--- src/rtl/accumulator_feeder.sv ---
// accumulator_feeder
// Initiator side of the accumulator interface. Accepts a stream of len words
// over a valid/ready handshake, packs them into WIDTH-lane chunks, sequences
// the accumulator with clear/enable/preserve pulses so that multi-chunk
// streams reduce to one total, and returns that total over a valid/ready port.
//
// Ports
//   clk, rst                       clock, asynchronous active-high reset
//   start, len                     stream request (sampled in IDLE only)
//   in_data, in_valid, in_ready    operand word stream
//   acc_vals, acc_en, acc_rst,     accumulator drive: packed lanes, enable,
//   acc_pre                        reset pulse, preserve-sum-across-reset
//   acc_rdy, acc_sum               accumulator result
//   res_data, res_valid, res_ready stream total
//   busy                           high whenever not IDLE
//   err                            RUN timeout, sticky until next accepted start
module accumulator_feeder #(
    parameter int unsigned WIDTH    = 16,
    parameter int unsigned VARWIDTH = 32,
    parameter int unsigned LENW     = 8,
    parameter int unsigned TIMEOUT  = 64
) (
    input  logic                      clk,
    input  logic                      rst,
    input  logic                      start,
    input  logic [LENW-1:0]           len,
    input  logic [VARWIDTH-1:0]       in_data,
    input  logic                      in_valid,
    output logic                      in_ready,
    output logic [VARWIDTH*WIDTH-1:0] acc_vals,
    output logic                      acc_en,
    output logic                      acc_rst,
    output logic                      acc_pre,
    input  logic                      acc_rdy,
    input  logic [VARWIDTH-1:0]       acc_sum,
    output logic [VARWIDTH-1:0]       res_data,
    output logic                      res_valid,
    input  logic                      res_ready,
    output logic                      busy,
    output logic                      err
);

    localparam int unsigned LANEW = (WIDTH > 1) ? $clog2(WIDTH) : 1;
    localparam int unsigned WAITW = $clog2(TIMEOUT + 1);

    typedef enum logic [2:0] {
        S_IDLE, S_CLEAR, S_FILL, S_RUN, S_CHAIN, S_OUTPUT
    } state_t;

    state_t                          state;
    state_t                          next_state;
    logic [LENW-1:0]                 remaining;
    logic [LANEW-1:0]                lane;
    logic [WAITW-1:0]                wait_cnt;
    logic [WIDTH-1:0][VARWIDTH-1:0]  lanes;

    logic take;
    logic fill_last;
    logic run_timeout;

    assign acc_vals = lanes;

    // A transfer only happens in FILL; the last one closes the chunk.
    assign take        = (state == S_FILL) && in_valid && in_ready;
    assign fill_last   = take && ((lane == LANEW'(WIDTH - 1)) || (remaining == LENW'(1)));
    assign run_timeout = (wait_cnt == WAITW'(TIMEOUT - 1));

    // State register
    always_ff @(posedge clk or posedge rst) begin
        if (rst) state <= S_IDLE;
        else     state <= next_state;
    end

    // Next-state logic; acc_rdy wins over a timeout landing on the same cycle
    always_comb begin
        next_state = state;
        case (state)
            S_IDLE:   if (start) next_state = (len != '0) ? S_CLEAR : S_OUTPUT;
            S_CLEAR:  next_state = S_FILL;
            S_CHAIN:  next_state = S_FILL;
            S_FILL:   if (fill_last) next_state = S_RUN;
            S_RUN: begin
                if (acc_rdy)          next_state = (remaining == '0) ? S_OUTPUT : S_CHAIN;
                else if (run_timeout) next_state = S_OUTPUT;
            end
            S_OUTPUT: if (res_ready) next_state = S_IDLE;
            default:  next_state = S_IDLE;
        endcase
    end

    // Registered outputs and datapath; control strobes follow the state being entered
    always_ff @(posedge clk or posedge rst) begin
        if (rst) begin
            in_ready  <= 1'b0;
            acc_en    <= 1'b0;
            acc_rst   <= 1'b0;
            acc_pre   <= 1'b0;
            res_valid <= 1'b0;
            busy      <= 1'b0;
            err       <= 1'b0;
            res_data  <= '0;
            remaining <= '0;
            lane      <= '0;
            wait_cnt  <= '0;
            lanes     <= '0;
        end else begin
            in_ready  <= (next_state == S_FILL);
            acc_en    <= (next_state == S_RUN);
            acc_rst   <= (next_state == S_CLEAR) || (next_state == S_CHAIN);
            acc_pre   <= (next_state == S_CHAIN);
            res_valid <= (next_state == S_OUTPUT);
            busy      <= (next_state != S_IDLE);

            if ((next_state == S_CLEAR) || (next_state == S_CHAIN)) begin
                lanes <= '0;
                lane  <= '0;
            end

            if (state == S_RUN) wait_cnt <= wait_cnt + WAITW'(1);
            else                wait_cnt <= '0;

            case (state)
                S_IDLE: begin
                    if (start) begin
                        err       <= 1'b0;
                        remaining <= len;
                        if (len == '0) res_data <= '0;
                    end
                end
                S_FILL: begin
                    if (take) begin
                        lanes[lane] <= in_data;
                        lane        <= lane + LANEW'(1);
                        remaining   <= remaining - LENW'(1);
                    end
                end
                S_RUN: begin
                    if (acc_rdy) begin
                        if (remaining == '0) res_data <= acc_sum;
                    end else if (run_timeout) begin
                        err      <= 1'b1;
                        res_data <= acc_sum;
                    end
                end
                default: ;
            endcase
        end
    end

endmodule

--- config.mk ---
export PLATFORM = sky130hd
export DESIGN_NAME = accumulator_feeder
export DESIGN_NICKNAME = d
export VERILOG_FILES = /design/src/rtl/accumulator_feeder.sv
export SDC_FILE = /design/constraint.sdc
export NUM_CORES = 1
export LEC_CHECK = 0
export ABC_AREA = 1
export BUFFER_PORTS_ARGS = -buffer_cell sky130_fd_sc_hd__clkbuf_2
export CAP_MARGIN = 20
export CORE_MARGIN = 3
export CORE_UTILIZATION = 41
export CTS_BUF_LIST = sky130_fd_sc_hd__clkbuf_8
export CTS_CLUSTER_DIAMETER = 80
export CTS_CLUSTER_SIZE = 24
export DETAILED_ROUTE_END_ITERATION = 7
export PLACE_DENSITY_LB_ADDON = 0.12
export RECOVER_POWER = 100
export SETUP_SLACK_MARGIN = 0.3
export SKIP_CTS_REPAIR_TIMING = 1
export SYNTH_ARGS = -nofsm -noshare
export SYNTH_HDL_FRONTEND = slang
export SYNTH_SLANG_ARGS = --single-unit
--- constraint.sdc ---
create_clock -name clk -period 25 [get_ports clk]
set_input_delay 3.75 -clock clk [delete_from_list [all_inputs] [get_ports clk]]
set_output_delay 3.75 -clock clk [all_outputs]
set_load 0.05 [all_outputs]
# Yosys cells after proc, flatten, opt, wreduce, memory -nomap -nowiden
# Cells that the tools add are included.
# word_totals
in_bits	78
reg_bits	573
out_inout_bits	551
elab_cells	101
# op_classes
n_mux	31
n_lt_le_gt_ge	2
reduce_logical	17
add_sub_neg	3
eq_ne	20
# ops
cell	count
512-bit 2-to-1 mux	3
512-bit bitwise mux	1
32-bit 2-to-1 mux	6
32-bit demux with 4-bit select	1
32-bit one-hot mux with 2 select lines	1
3-bit 2-to-1 mux	6
8-bit logical NOT	2
8-bit 2-to-1 mux	2
8-bit one-hot mux with 2 select lines	1
3-bit one-hot mux with 5 select lines	1
3-bit by 2-bit equality test with 1-bit output, second input constant	4
3-bit equality test, second input constant	4
4-bit 2-to-1 mux	3
2-bit inequality test, second input constant	5
8-bit by 1-bit equality test with 1-bit output, second input constant	1
8-bit nonzero test	1
8-bit by 1-bit subtractor with 8-bit output, second input constant	1
7-bit by 1-bit adder with 7-bit output, second input constant	1
7-bit by 6-bit equality test with 1-bit output, second input constant	1
7-bit 2-to-1 mux	1
3-bit by 1-bit equality test with 1-bit output, second input constant	2
3-bit inequality test, second input constant	2
4-bit by 5-bit less-than comparator with 1-bit output, second input constant	1
5-bit AND reduction	1
13 further kinds	21

# Longest topological paths before layout
# Gate-level depths: netlist (run 1).
# depth
ltp_word	12
depth_mapped	13
depth_no_buf	10

# Worst setup path after synthesis (run 1)
# No wires, ideal clock.
# synth_timing
kind	input to register
startpoint	input port in_valid
endpoint	register lanes, in the netlist acc_vals[275]
setup_time_ns	0.120
t_arrival_ns	4.874
cell_stages	11
required_time_ns	24.880
setup_slack_ns	20.006
n_path_buf	4
cell_sequence	nand2_1 nor2_2 buf_6 a21oi_2 nand3_2 nand3_1 buf_4 buf_6 buf_4 nand4_1 nand2_1
# synth_via
elab_chain_cells	11
elab_cells_between_ends	12
classes_between	eq/ne: 2; mux: 6; reduce/logical: 4
# synth_rtl
item	line	rtl
start, declared	28	input logic in_valid,
1-bit logical AND * (2 in a row)	64	assign take = (state == S_FILL) && in_valid && in_ready;
1-bit logical AND *	65	assign fill_last = take && ((lane == LANEW'(WIDTH - 1)) || (remaining == LENW'(1)));
3-bit 2-to-1 mux *	81	S_FILL: if (fill_last) next_state = S_RUN;
3-bit one-hot mux with 5 select lines *	77	case (state)
named net next_state[0]	51	state_t next_state;
3-bit by 1-bit equality test with 1-bit output / 3-bit equality test (equally long branches)	114	if ((next_state == S_CLEAR) || (next_state == S_CHAIN)) begin
1-bit logical OR *	114	
512-bit 2-to-1 mux *	114	
512-bit bitwise mux	132	lanes[lane] <= in_data;
512-bit 2-to-1 mux	131	if (take) begin
512-bit 2-to-1 mux *	122	case (state)
end signal, assigned by index	132	
end, declared	55	logic [WIDTH-1:0][VARWIDTH-1:0] lanes;
# Mark *: on every way through the listed nets, which the timed path passes. The rest lies on a longest branch.
# A chain may end at the register's enable or synchronous reset.

# Final worst setup path (run 1)
# layout_timing
startpoint	input port in_valid
endpoint	register lanes, in the netlist acc_vals[345]
# The elaborated chain is that of the path after synthesis.

==> reports/qor.txt, run 1 <==
P&R area growth vs syn: 15.15%
Slew @ Worst Pin: 5.567 ns
initial antenna violation count: 7
Avg Cell Area, Syn: 8.850 µm²
clock buffer depth: 3
io pins: 629
Slowest cell on crit path: clkbuf_1
vias in the first global route: 21370
DR WL/cell: 24.79 µm
Detail Route Antenna Nets: 0
Syn Std Cell Area: 24210 µm²
leakage power: 14.66 nW
share of cells above drive strength 1: 7.203%
TNS Setup: 0 ns
synth warn: 0
worst path bufs/invs: 6
Req. time, crit path: 25.61 ns
post-route insts no fill: 3991
fin crit period: 13.67 ns
Synth Instances: 2736
CTS sink cnt: 573
kind of critical path: in2reg
die height: 249.0 µm
grt total ovfl: 0
Max Clock Freq: 73.16 MHz
CTS tree: built
Slew headroom: -273.2%
Detail Placement HPWL: 62.64 mm
Worst path max stage delay: 3.17 ns
Avg Vias per Cell: 5.633
critical path's top delay family: buffers and inverters
Finish-stage setup viols: 0
Setup crit end kind: flip-flop
VDD IR-drop max: 53.61 µV
drt pass-1 iters: 6
drt first-iter violations: 2102
violated checks: capacitance limit, slew limit
Num CTS Buffers: 34
Root Driver: clkbuf_8
clk_lat worst skew: 0.67 ns
Initial Util: 41.73%
port bufs: 628
crit-path max FO: 100
Netlist cell types: 34
Total GRT Usage: 30.90%
CP Cell Sequence: clkbuf_2 > nand2_1 > nor2_2 > clkbuf_1 > nand2_1 > clkbuf_1 > nand3_1 > nand3_1 > clkbuf_1 > clkbuf_1 > clkbuf_1 > nand4_1 > nand2_1
Die Footprint: 62010 µm²
critical path arrival: 14.27 ns
largest net degree at the start of global routing: 183
Remaining DRCs: 0
R2R Setup Slk: 13.16 ns
Worst-path clk slew: 0.15 ns
most used cell along the critical path: clkbuf_1
Placed Instances: 3925
MaxCap Viol Count: 12
Worst Setup Start Kind: input pin
Final Skew: 0.03090 ns
Syn Nets: 2822
Final GP Congestion: 0.8780
die width: 249.0 µm
CTS H-Tree Depth: 2
row count: 88
flops & latches, synth: 573
# fillers: 5853
Final Hold Fails: 0
first-pass GRT wire length: 146.2 mm
status: complete, but fails checks
Core Area: 58030 µm²
Final #Nets: 3289
routed vias: 22480
Slew Limit Fails: 926
unrepaired setup endpoints after global routing: no
total wire length: 98.96 mm
sequential area share after synthesis: 59.22%
Period Utilization, post-route: 54.67%
Pwr Density: 81.27 nW/µm²
Hold WC Path Type: reg2reg
[area by class of cell]
| type | instances | area [µm²] | share of cell area, % |
|---|---|---|---|
| flip-flops and latches | 573 | 14340 | 51.43 |
| diodes | 5 | 12.51 | 0.04488 |
| multi-input cells | 1829 | 8589 | 30.81 |
| inverters | 76 | 294.0 | 1.055 |
| clock inverters | 16 | 158.9 | 0.5699 |
| clock buffers | 38 | 523.0 | 1.876 |
| repair buffers | 689 | 3007 | 10.78 |
| well taps | 765 | 957.2 | 3.433 |
[path summary, 6_finish.rpt]
path	from	end	cells past startpoint
max	in_valid	acc_vals[345]$_DFF_PP0_	13
min	wait_cnt[0]$_DFF_PP0_	wait_cnt[0]$_DFF_PP0_	1
max reg2reg	state[0]$_DFF_PP0_	acc_vals[345]$_DFF_PP0_	14
min reg2reg	wait_cnt[0]$_DFF_PP0_	wait_cnt[0]$_DFF_PP0_	1
max in group asynchronous	rst	acc_vals[307]$_DFF_PP0_	5
min in group asynchronous	rst	acc_vals[143]$_DFF_PP0_	2
[Yosys cell counts]
cell type  count  area share [%]
inv_1         70             1.1
nand4_1      516              13
a21oi_1        8            0.17
a32oi_1        1           0.036
clkinv_1       1           0.015
nor3_2         1           0.041
a22oi_1        1           0.031
buf_1         24            0.37
a31oi_1        1           0.026
xor2_1         1           0.036
nor2_2        13            0.34
a21oi_2        1           0.036
dfrtp_1      573              59
buf_4         21            0.65
nand3_1        9            0.19
buf_2         75             1.6
o22ai_1        1           0.026
o211ai_1       1           0.031
nand3_2        2           0.083
nand2_2        1           0.026
o21ai_0       49             1.0
ha_1           8            0.41
nor2_1        65             1.0
nor3_1         5            0.10
nor3b_1        1           0.031
o21ai_1        2           0.041
nor4_1         1           0.026
o31ai_1        3           0.093
or2_2          2           0.052
inv_2          5           0.078
buf_6          3            0.14
nand2_1     1135              18
o21a_1         1           0.031
clkbuf_1     135             2.1
[stage by stage]
step	util (%)	area (µm²)	power, mW	hold slack [ns]	setup slack (ns)
after floorplan	-	24210	1.521	0.4331	5.221
after global placement	47.82	27750	1.802	0.4496	17.03
after detailed placement	47.92	27800	1.814	0.4657	16.85
after CTS	49.09	28490	2.282	0.4837	17.58
after global routing	48.04	27880	2.353	0.5198	10.28
final	48.05	27880	2.266	0.4813	11.33
[flip-flops by register name, summed over array words and instances, names as in the netlist]
| name | flops |
|---|---|
| acc_pre | 1 |
| err | 1 |
| acc_vals | 512 |
| acc_rst | 1 |
| res_valid | 1 |
| remaining | 8 |
| busy | 1 |
| in_ready | 1 |
| lane | 4 |
| res_data | 32 |
| acc_en | 1 |
| wait_cnt | 7 |
| state | 3 |
[worst reg2reg max path: cells and delay by family, from the launching register on]
family / cells / cell delay, ns
AND/OR/NAND/NOR: 8 / 1.98
flip-flops: 1 / 0.45
buffers and inverters: 6 / 9.38
[kinds of logic after synthesis]
family / synth area share (%)
AOI/OAI and AO/OA: 1.530
DFF: 59.22
adders and majority gates: 0.4134
and+or+nand+nor: 32.82
buffers and inverters: 5.984
xor gates and xnor gates: 0.03618
[metal layers]
layer  wire (µm)  share of wire (%)  vias up  track usage [%]
met4        4229                4.3        0            11.89
met2       46740                 47     1037            49.93
met3        8309                8.4      173            6.943
li1            -                  -    10070                -
met5           0                  0        -                0
met1       39670                 40    11210            40.76
[power by group]
part,switching [mW],internal [mW]
Sequential,0.0345,0.977
Clock,0.325,0.152
Combinational,0.675,0.103
[cells in the final DEF, fill, tap and decap left out, types with 3 or more instances in the layout]
cell,count
nor2_2,30
clkbuf_8,38
diode_2,5
nor3_1,5
buf_16,6
o21ai_0,51
nor2_4,16
clkbuf_2,74
ha_1,8
buf_4,39
inv_1,71
nand3_1,11
inv_6,3
clkinvlp_4,3
nand4_1,516
o31ai_1,3
inv_2,4
inv_8,3
a21oi_1,8
clkinv_8,3
dfrtp_1,573
nor2_1,32
clkbuf_1,567
nand2_1,1135
(Power assumes the default switching activity.)
==> run 2: changes to the inputs <==
- clock period: 25 -> 12.45 ns (I/O delays scaled with it)
==> run 2 against run 1 <==
Against the previous run:
- the flow still finishes with violations (capacitance limit, slew limit)
- cell count is 0.18% lower
- design area increased by 0.24%
- combinational power up 100%
- clock skew grew 0.010 ns
- setup slack worse by 6.2 ns
- critical path depth decreased by 3
- clock power increased by 110%
- non-clock buffer count fell by 9
- first-iteration DRC count increased by 22%
- count of clock-buffer cells in the layout unchanged
- via count fell by 0.28%
- wire length is 0.39% higher
- critical endpoint is now acc_vals[488]$_DFF_PP0_
- largest power group unchanged
==> reports/qor.txt, run 2 (synthesized netlist as in run 1, its figures left out) <==
status: complete, but fails checks
violated checks: capacitance limit, slew limit
Pwr Density: 165.0 nW/µm² (+100%)
Die Footprint: 62010 µm² (unchanged)
kind of critical path: reg2reg
hold path endpoint: wait_cnt[0]$_DFF_PP0_
CTS sink cnt: 573 (unchanged)
Final Skew: 0.04119 ns (+0.01029 ns)
Slew headroom: -167.5% (+110 points)
Avg Vias per Cell: 5.627 (-0.11%)
worst hold stages: 1 (unchanged)
Period Utilization, post-route: 58.45%
Detail Placement HPWL: 61.80 mm (-1.3%)
final instance area: 27950 µm² (+0.24%)
share of cells above drive strength 1: 7.125% (-0.078 points)
dpl cell area: 27780 µm² (about the same)
Slew @ Worst Pin: 4.013 ns (-1.555 ns)
Reg2Reg Depth: 10 (-4)
TNS Setup: 0 ns (unchanged)
Remaining DRCs: 0 (unchanged)
DR WL/cell: 24.93 µm (+0.56%)
largest net degree at the start of global routing: 273 (+49%)
Total GRT Usage: 30.96% (+0.067 points)
# fillers: 5919 (+1.1%)
MaxCap Viol Count: 6 (-6)
vias in the first global route: 21130 (-1.1%)
drt pass-1 iters: 5 (-1)
total wire length: 99.34 mm (+0.39%)
clk_lat worst skew: 0.67 ns (about the same)
Pwr Total: 4.611 mW (+100%)
hold path startpoint: wait_cnt[0]$_DFF_PP0_
hold_ws: 0.4729 ns (-0.008414 ns)
max reg flops: 512 (unchanged)
Num CTS Buffers: 34 (unchanged)
drt first-iter violations: 2574 (+22%)
most frequent cells in the layout: nand2_1, dfrtp_1, clkbuf_1
R2R Setup Slk: 5.17 ns (-7.99 ns)
Worst path max stage delay: 2.18 ns (-0.99 ns)
crit-path max FO: 272 (+170%)
leakage power: 14.70 nW (+0.22%)
Reg-to-Reg Start: state[0]$_DFF_PP0_
die height: 249.0 µm (unchanged)
critical path arrival: 7.86 ns (-6.41 ns)
Initial Util: 41.73% (unchanged)
routed vias: 22420 (-0.28%)
P&R area growth vs syn: 15.42%
grt total ovfl: 0 (unchanged)
most common cell after layout, fill and taps aside: nand2_1
VDD IR-drop max: 197.4 µV (+270%)
Final #Nets: 3280 (-0.27%)
Root Driver: clkbuf_8
Hold WC Path Type: reg2reg
Req. time, crit path: 13.04 ns (-12.57 ns)
worst path bufs/invs: 2 (-4)
die width: 249.0 µm (unchanged)
Worst-path clk slew: 0.14 ns (about the same)
CTS H-Tree Depth: 2 (unchanged)
CP Cell Sequence: nor2_1 > nand2_1 > nor2_1 > nand2_1 > nand3_1 > nand3_4 > buf_4 > buf_12 > nand4_1 > nand2_1
Finish-stage setup viols: 0 (unchanged)
port bufs: 628 (unchanged)
Slowest cell on crit path: nand2_1
initial antenna violation count: 7 (unchanged)
unrepaired setup endpoints after global routing: no
clock buffer depth: 3 (unchanged)
io pins: 629 (unchanged)
Detail Route Antenna Nets: 0 (unchanged)
critical path's top delay family: simple AND/OR/NAND/NOR gates
Setup crit end kind: flip-flop
first-pass GRT wire length: 145.8 mm (-0.31%)
row count: 88 (unchanged)
fin crit period: 7.277 ns
reg-to-reg endpoint: acc_vals[488]$_DFF_PP0_
CTS tree: built
most used cell along the critical path: nand2_1
Final Hold Fails: 0 (unchanged)
Slew Limit Fails: 319 (-66%)
Worst Setup Start Kind: flip-flop
Max Clock Freq: 137.4 MHz
Final GP Congestion: 0.8951 (+1.9%)
Core Area: 58030 µm² (unchanged)
-- run 2: cell count changes in the layout (fill, tap and decap cells not counted), moves of 2 or more --
cell,previous run,this run
buf_12,1,4
buf_4,39,35
buf_8,2,0
bufinv_16,0,2
clkbuf_1,567,560
clkinv_2,2,4
nor2_1,32,35
nor2_2,30,24
nor2_4,16,19
-- run 2: routing by layer --
layer	wire, µm	GRT usage (%)
met5	8	0
met4	4575	12.96
met3	8405	6.536
met2	46590	48.91
met1	39760	41.69
-- run 2: power by group --
part | internal, mW | switching, mW
combinational | 0.210 | 1.36
clock | 0.347 | 0.660
sequential | 1.96 | 0.0728
-- run 2: cell type report --
| cell class | instances | area (µm²) | area share (%) |
|---|---|---|---|
| sequential | 573 | 14340 | 51.31 |
| clock buffer | 38 | 523.0 | 1.871 |
| timing repair buffer | 680 | 3008 | 10.76 |
| tap | 765 | 957.2 | 3.425 |
| inverter | 76 | 294.0 | 1.052 |
| multi-input combinational | 1829 | 8602 | 30.78 |
| antenna | 5 | 12.51 | 0.04477 |
| clock inverter | 18 | 211.5 | 0.7566 |
-- run 2: worst max-delay path by stage --
| stage | slack (ns) | startpoint | endpoint | depth (start not counted) |
|---|---|---|---|---|
| global placement | 7.10 | in_valid | acc_vals[488]$_DFF_PP0_ | 10 |
| floorplan | 2.78 | rst | acc_en$_DFF_PP0_ | 1 |
| finish | 5.17 | state[0]$_DFF_PP0_ | acc_vals[488]$_DFF_PP0_ | 10 |
| detailed placement | 7.00 | in_valid | acc_vals[23]$_DFF_PP0_ | 10 |
| CTS | 7.46 | state[0]$_DFF_PP0_ | acc_vals[488]$_DFF_PP0_ | 11 |
| global route | 4.69 | state[0]$_DFF_PP0_ | acc_vals[119]$_DFF_PP0_ | 10 |
-- run 2: metrics by stage --
step                worst slack (ns)  util [%]  std cells
floorplan                      2.777         -       2736
detailed placement             6.996     47.87       3917
finish                         5.173     48.16       3984
global placement               7.102     47.82       3916
global route                   4.689     48.16       3984
CTS                            7.464     49.14       3973
